[config.mk]
export PLATFORM = sky130hd
export DESIGN_NAME = spi_shift_engine
export DESIGN_NICKNAME = d
export VERILOG_FILES = /design/src/rtl/spi_shift_engine.sv
export SDC_FILE = /design/constraint.sdc
export NUM_CORES = 1
export LEC_CHECK = 0
export CORE_ASPECT_RATIO = 0.6
export CORE_MARGIN = 3
export CORE_UTILIZATION = 35
export DETAILED_ROUTE_END_ITERATION = 16
export PLACE_DENSITY_LB_ADDON = 0.2
export SYNTH_ARGS = -nofsm -noshare
export SYNTH_HDL_FRONTEND = slang
export SYNTH_SLANG_ARGS = --single-unit
[constraint.sdc]
create_clock -name clk -period 2.3 [get_ports clk]
set_clock_uncertainty 0.2 [all_clocks]
set_input_delay 0.575 -clock clk [delete_from_list [all_inputs] [get_ports clk]]
set_output_delay 0.575 -clock clk [all_outputs]
set_load 0.01 [all_outputs]
[src/rtl/spi_shift_engine.sv]
// Mode-0 SPI shift engine: generates sclk, shifts a word out on sddo and in from sddi.
// Optional CRC7 over transmitted bits is built only when SPI_SHIFT_CRC7_EN is defined.
module spi_shift_engine #(
  parameter int DATA_W  = 8,
  parameter int CLK_DIV = 4
) (
  input  logic              clk,
  input  logic              rst,
  input  logic              start,
  input  logic [1:0]        line_select,
  input  logic [DATA_W-1:0] command_in,
  input  logic [DATA_W-1:0] fifo_data,
  input  logic              lsb_first,
  input  logic              crc_clr,
  input  logic              sddi,
  output logic              sclk,
  output logic              sddo,
  output logic              busy,
  output logic              done,
  output logic [DATA_W-1:0] data_out,
  output logic [6:0]        crc7
);

  localparam int DIV_W = (CLK_DIV > 1) ? $clog2(CLK_DIV) : 1;
  localparam int CNT_W = $clog2(DATA_W);
  localparam logic [DIV_W-1:0] DIV_LAST = DIV_W'(CLK_DIV - 1);
  localparam logic [CNT_W-1:0] BIT_LAST = CNT_W'(DATA_W - 1);

  typedef enum logic [1:0] {IDLE, LOW, HIGH, DONE} state_t;

  state_t            state;
  logic [DIV_W-1:0]  div_cnt;
  logic [CNT_W-1:0]  bit_cnt;
  logic [DATA_W-1:0] tx_shift;
  logic [DATA_W-1:0] rx_shift;
  logic [DATA_W-1:0] tx_load;
  logic [DATA_W-1:0] tx_next;
  logic [DATA_W-1:0] rx_next;
  logic              lsb_lat;
  logic              div_last;
  logic              load_bit;
  logic              next_bit;

  // Source 00 re-sends the previously received word.
  always_comb begin
    tx_load = '1;
    case (line_select)
      2'b10:   tx_load = command_in;
      2'b01:   tx_load = fifo_data;
      2'b00:   tx_load = data_out;
      default: tx_load = '1;
    endcase
  end

  assign div_last = (div_cnt == DIV_LAST);
  assign load_bit = lsb_first ? tx_load[0] : tx_load[DATA_W-1];
  assign tx_next  = lsb_lat ? {1'b0, tx_shift[DATA_W-1:1]} : {tx_shift[DATA_W-2:0], 1'b0};
  assign next_bit = lsb_lat ? tx_next[0] : tx_next[DATA_W-1];
  assign rx_next  = lsb_lat ? {sddi, rx_shift[DATA_W-1:1]} : {rx_shift[DATA_W-2:0], sddi};

  always_ff @(posedge clk) begin
    if (rst) begin
      state    <= IDLE;
      div_cnt  <= '0;
      bit_cnt  <= '0;
      tx_shift <= '0;
      rx_shift <= '0;
      lsb_lat  <= 1'b0;
      sclk     <= 1'b0;
      sddo     <= 1'b1;
      busy     <= 1'b0;
      done     <= 1'b0;
      data_out <= '0;
    end else begin
      case (state)
        IDLE: begin
          done <= 1'b0;
          if (start) begin
            tx_shift <= tx_load;
            lsb_lat  <= lsb_first;
            rx_shift <= '0;
            div_cnt  <= '0;
            bit_cnt  <= '0;
            sddo     <= load_bit;
            busy     <= 1'b1;
            state    <= LOW;
          end
        end
        LOW: begin
          if (div_last) begin
            div_cnt  <= '0;
            sclk     <= 1'b1;
            rx_shift <= rx_next;
            state    <= HIGH;
          end else begin
            div_cnt <= div_cnt + 1'b1;
          end
        end
        // Falling sclk either shifts to the next bit or finishes the word.
        HIGH: begin
          if (div_last) begin
            div_cnt <= '0;
            sclk    <= 1'b0;
            if (bit_cnt == BIT_LAST) begin
              sddo     <= 1'b1;
              busy     <= 1'b0;
              done     <= 1'b1;
              data_out <= rx_shift;
              state    <= DONE;
            end else begin
              bit_cnt  <= bit_cnt + 1'b1;
              tx_shift <= tx_next;
              sddo     <= next_bit;
              state    <= LOW;
            end
          end else begin
            div_cnt <= div_cnt + 1'b1;
          end
        end
        DONE: begin
          done    <= 1'b0;
          bit_cnt <= '0;
          state   <= IDLE;
        end
        default: state <= IDLE;
      endcase
    end
  end

`ifdef SPI_SHIFT_CRC7_EN
  logic tx_bit;
  logic crc_fb;
  logic bit_end;

  assign tx_bit  = lsb_lat ? tx_shift[0] : tx_shift[DATA_W-1];
  assign crc_fb  = tx_bit ^ crc7[6];
  assign bit_end = (state == HIGH) && div_last;

  // SD-card CRC7 (x^7 + x^3 + 1), one step per transmitted bit.
  always_ff @(posedge clk) begin
    if (rst) begin
      crc7 <= '0;
    end else if (crc_clr) begin
      crc7 <= '0;
    end else if (bit_end) begin
      crc7 <= {crc7[5:0], 1'b0} ^ (crc_fb ? 7'h09 : 7'h00);
    end
  end
`else
  logic unused_crc_clr;

  assign unused_crc_clr = crc_clr;
  assign crc7           = '0;
`endif

endmodule

[Yosys cells after proc, flatten, opt, wreduce, memory -nomap -nowiden]
Cells that the tools add are included.
Storage, ports and cells
  word-level logic and storage cells: 84
  register bits after elaboration: 36
Cells by class
  reduce and logical (&&, ||, !) cells: 21
  add/subtract/negate cells: 2
  equal/unequal tests: 12
  multiplexer cells: 38
Operator list (count)
  $mux W8: 7
  $pmux W8 S2: 2
  $pmux W8 S3: 1
  $reduce_and A3 Y1: 6
  $mux W1: 12
  $mux W2: 6
  $reduce_and A4 Y1: 3
  $ne A2 B2 Y1 const B: 5
  $reduce_bool A2 Y1: 5
  $mux W3: 3
  $pmux W3 S3: 1
  $eq A2 B2 Y1 const B: 4
  $pmux W1 S2: 4
  $pmux W2 S4: 1
  $eq A2 B1 Y1 const B: 2
  $logic_not A2 Y1: 2
  $pmux W2 S2: 1
  $reduce_and A2 Y1: 2
  $reduce_or A2 Y1: 2
  $add A3 B1 Y3 const B: 1
  $eq A3 B3 Y1 const B: 1
  $reduce_bool A3 Y1: 1
  $add A2 B1 Y2 const B: 1

[Longest topological paths before layout]
  word-level depth: 5
  depth in mapped cells: 8
  depth with buffers taken out: 6

[Worst setup path after synthesis]
Ideal clock, no wire load.
  path type: reg-to-reg
  start point: reg bit_cnt[0]
  end point: reg tx_shift[2]
  required time: 2.009 ns
  arrival time: 1.607 ns
  clock period less this slack: 1.898 ns
  setup slack: 0.402 ns
  stages on the path, launching flop included: 8
  cell sequence: dfxtp_1 -> ha_1 -> ha_1 -> buf_6 -> nand2b_4 -> a211oi_4 -> nor2_1 -> a311oi_1
Between the ends
  longest elaborated chain between the ends: 3
Ends and longest elaborated chain
  start: declaration: RTL line 33  | logic [CNT_W-1:0] bit_cnt;
  start signal: assignment: RTL line 111  | bit_cnt <= bit_cnt + 1'b1;
  $eq A3 B3 Y1: RTL line 104  | if (bit_cnt == BIT_LAST) begin
  $ne A2 B2 Y1 (no source line)
  $reduce_and A4 Y1 (no source line)
  end signal: assignment: RTL line 79  | tx_shift <= tx_load;
  end signal: assignment: RTL line 112  | tx_shift <= tx_next;
  end: declaration: RTL line 34  | logic [DATA_W-1:0] tx_shift;
No other way between the ends.
A chain may end at the register's enable or synchronous reset.

[Worst setup path after layout]
  start point: in line_select[0]
  end point: reg sddo
Between the ends
  longest elaborated chain between the ends: 5
  elaborated cells between the ends (all ways): 7
  classes of those cells: 2 x eq/ne; 4 x mux; 1 x reduce/logical
Ends and longest elaborated chain
  start: declaration: RTL line 10  | input logic [1:0] line_select,
  $eq A2 B1 Y1, or another cell as far along: RTL line 47  | case (line_select)
  $pmux W8 S3 *: RTL line 47
  $mux W1 *: RTL line 56  | assign load_bit = lsb_first ? tx_load[0] : tx_load[DATA_W-1];
  $mux W1 *: RTL line 78  | if (start) begin
  $pmux W1 S2 *: RTL line 75  | case (state)
  end signal: assignment: RTL line 84  | sddo <= load_bit;
  end signal: assignment: RTL line 113  | sddo <= next_bit;
  end: declaration: RTL line 17  | output logic sddo,
Every way passes the cells marked *; elsewhere a longest branch is shown, timed or not. The select of a mux whose other input is x is not followed.

==> impl_metrics.tcl <==
set metrics [dict create \
    ctsResizeCount 0 \
    cts_max_path_buffers 2 \
    rsz0062_at_grt "no" \
    tightest_slew_ns 0.635 \
    required_ns 2.27 \
    multiInputGateArea_mm2 0.00119 \
    wl_per_cell_um 14.6 \
    antenna_cells 0 \
    cts_setup_buffers 0 \
    die_h_um 65.2 \
    synth_area_mm2 0.00205 \
    sw_frac_of_total 0.373 \
    async_reset_ff_frac 0 \
    dr.pass1.iters 4 \
    wl_um 5150 \
    grt_pass1_wl_um 8440 \
    design_area_mm2 0.00261 \
    relSlewSlack 0.575 \
    end_kind "register" \
    yosys.cell_types.count 41 \
    use_met2 0.200 \
    grt-ovfl-total 0 \
    cts-buffers-inserted 5 \
    layout.nets 305 \
    power_switching_mw 0.894 \
    vias 1782 \
    finalMaxSlewViolations 0 \
    clkLatencyLatePin_ns 0.29 \
    r2r_end "rx_shift[7]$_SDFFE_PP0P_" \
    synth_top_area_cell "dfxtp_1" \
    cts_tree "built" \
    holdWs_ns 0.275 \
    synth_seq_cells 36 \
    timing_hold_violations_final 0 \
    synth_edf_count 0 \
    crit_start "line_select[0]" \
    regArea_um2 721 \
    dpl-instance-area_mm2 0.00250 \
    fmax_mhz 482 \
    final_cell_mix "dfxtp_1, clkdlybuf4s50_1, nand2_1" \
    drcViolationCount 0 \
    synth.area.top_cells "dfxtp_1, mux2i_1, a21oi_1, mux2_2, nand2_1" \
    grt_max_degree 37 \
    syn_inst 236 \
    yosysTopAreaCellShare 0.352 \
    routed_via_density 5.05 \
    rrSetupSlack_ns 0.35 \
    grt.total_usage 0.155 \
    fin_setup_tns_ns 0 \
    rows 20 \
    seq_area_frac_synth 0.352 \
    io_pins 43 \
    drtIter0Drc 89 \
    core_mm2 0.00536 \
    post-dp-hpwl_um 3850 \
    leakagePower_nw 1.03 \
    ir_worst_vdd_v 0.000301 \
    setup_viol 0 \
    fp.dieW_um 105 \
    antenna_found_initial 0 \
    hold_class "register to register" \
    pwr-share-comb 0.431 \
    synth_ff_type "dfxtp_1" \
    io_buffers 34 \
    die-area_mm2 0.00683 \
    cp.arrival_ns 2.04 \
    use_met3 0.0412 \
    htree_levels 2 \
    intPower_mw 1.50 \
    cts_sinks 36 \
    detail-route-antenna-nets 0 \
    max-cap-violations 0 \
    final_util 0.487 \
    nFillCells 550 \
    yosys_warnings 0 \
    criticalPathCategory "input pin to register" \
    r2r-start "state[1]$_SDFFE_PP0P_" \
    initial_utilization 0.382 \
    powerDensity_mw_per_mm2 918 \
    gp_congestion 0.803 \
    cp_max_fo 4 \
    final_common_cell "dfxtp_1" \
    drive_above_1_share 0.141 \
    r2r_cells 5 \
    gr-usage-met1 0.244 \
    cts-root-buf "clkbuf_8" \
    endpoint "sddo$_SDFFE_PP1P_" \
    avgSynthCellArea_um2 8.67 \
    fin_crit_ns 2.07 \
    clk_pin_slew_ns 0.07 \
    worstSetupStartpointType "input pin" \
    sequentialPowerShare 0.335 \
    status "complete, no violations" \
    grt_pass1_vias 1626 \
    clock_power_share 0.234 \
    ctsHoldBuffers 0 \
    busiest_layer "met1" \
    fin_crit_sh 0.902 \
    synthToLayoutAreaGrowth_pct 27.4 \
]
final cells by class:
class	instances	share of cell area
Multi-Input combinational cell	178	0.457
Sequential cell	36	0.276
Timing Repair Buffer	50	0.181
Tap cell	77	0.0369
Clock buffer	5	0.0264
Clock inverter	3	0.0163
Inverter	4	0.00576
flip-flops by register name (all words and copies together), names as in the netlist:
| register | cells |
|---|---|
| data_out | 8 |
| rx_shift | 8 |
| tx_shift | 8 |
| bit_cnt | 3 |
| div_cnt | 2 |
| state | 2 |
| busy | 1 |
| done | 1 |
| lsb_lat | 1 |
| sclk | 1 |
| sddo | 1 |
power by group through the flow:
stage / clock [mW] / combinational [mW] / sequential [mW]
finish: 0.562 / 1.03 / 0.802
detailed placement: 0 / 1.02 / 0.816
global placement: 0 / 1.02 / 0.816
floorplan: 0 / 0.692 / 0.803
global route: 0.607 / 1.14 / 0.816
CTS: 0.575 / 1.03 / 0.801
cells in the mapped netlist, types with 2 or more instances:
| master | count |
|---|---|
| dfxtp_1 | 36 |
| nand2_1 | 24 |
| a21oi_1 | 23 |
| nor2_1 | 22 |
| mux2i_1 | 20 |
| mux2_2 | 10 |
| buf_4 | 9 |
| nand4_1 | 9 |
| o211ai_1 | 9 |
| buf_2 | 8 |
| ha_1 | 6 |
| a2bb2oi_1 | 5 |
| clkbuf_1 | 5 |
| nand2b_1 | 5 |
| a311oi_1 | 4 |
| inv_1 | 4 |
| nand3_1 | 4 |
| o21ai_0 | 4 |
| a211oi_1 | 2 |
| a22oi_1 | 2 |
| a32oi_1 | 2 |
| nand2b_4 | 2 |
| nor2b_1 | 2 |
| nor3_1 | 2 |
through the flow:
stage | power [mW] | cells | setup slack, ns
after global routing | 2.56 | 353 | 0.167
final | 2.40 | 353 | 0.225
after detailed placement | 1.84 | 345 | -0.0596
after CTS | 2.40 | 353 | 0.247
after floorplan | 1.49 | 242 | 0.402
after global placement | 1.83 | 345 | -0.0483
cell families (layout without fill, tap and decap cells):
logic type / after synthesis / in the layout / synth area share
AO/OA/AOI/OAI: 57 / 57 / 0.191
adder cells (fa/ha/maj): 6 / 6 / 0.0367
buffers and inverters: 28 / 62 / 0.0764
flip-flops: 36 / 36 / 0.352
multiplexers: 30 / 30 / 0.153
other: 1 / 7 / 0.00183
AND/OR/NAND/NOR: 78 / 78 / 0.190
layer usage:
layer  up-vias  wire [um]
met5         -          0
met4         0         32
met3         4        302
met2        38       2010
met1       826       2800
li1        914          -
how the worst min path moves through the flow:
stage               slack [ns]                      from  cells past startpoint                  endpoint
floorplan                 0.24  tx_shift[3]$_SDFFE_PP0P_                      2  tx_shift[3]$_SDFFE_PP0P_
global placement          0.26  tx_shift[3]$_SDFFE_PP0P_                      2  tx_shift[3]$_SDFFE_PP0P_
detailed placement        0.26  tx_shift[3]$_SDFFE_PP0P_                      2  tx_shift[3]$_SDFFE_PP0P_
CTS                       0.27  tx_shift[4]$_SDFFE_PP0P_                      2  tx_shift[4]$_SDFFE_PP0P_
global route              0.30  tx_shift[4]$_SDFFE_PP0P_                      2  tx_shift[4]$_SDFFE_PP0P_
finish                    0.27  tx_shift[4]$_SDFFE_PP0P_                      2  tx_shift[4]$_SDFFE_PP0P_
critical path, cell delays in order:
cell	delay, ns
clkdlybuf4s50_1	0.54
buf_4	0.14
mux2i_1	0.30
a211oi_1	0.13
a311oi_1	0.27
o31ai_1	0.10
Power figures use the tool's default switching activity.
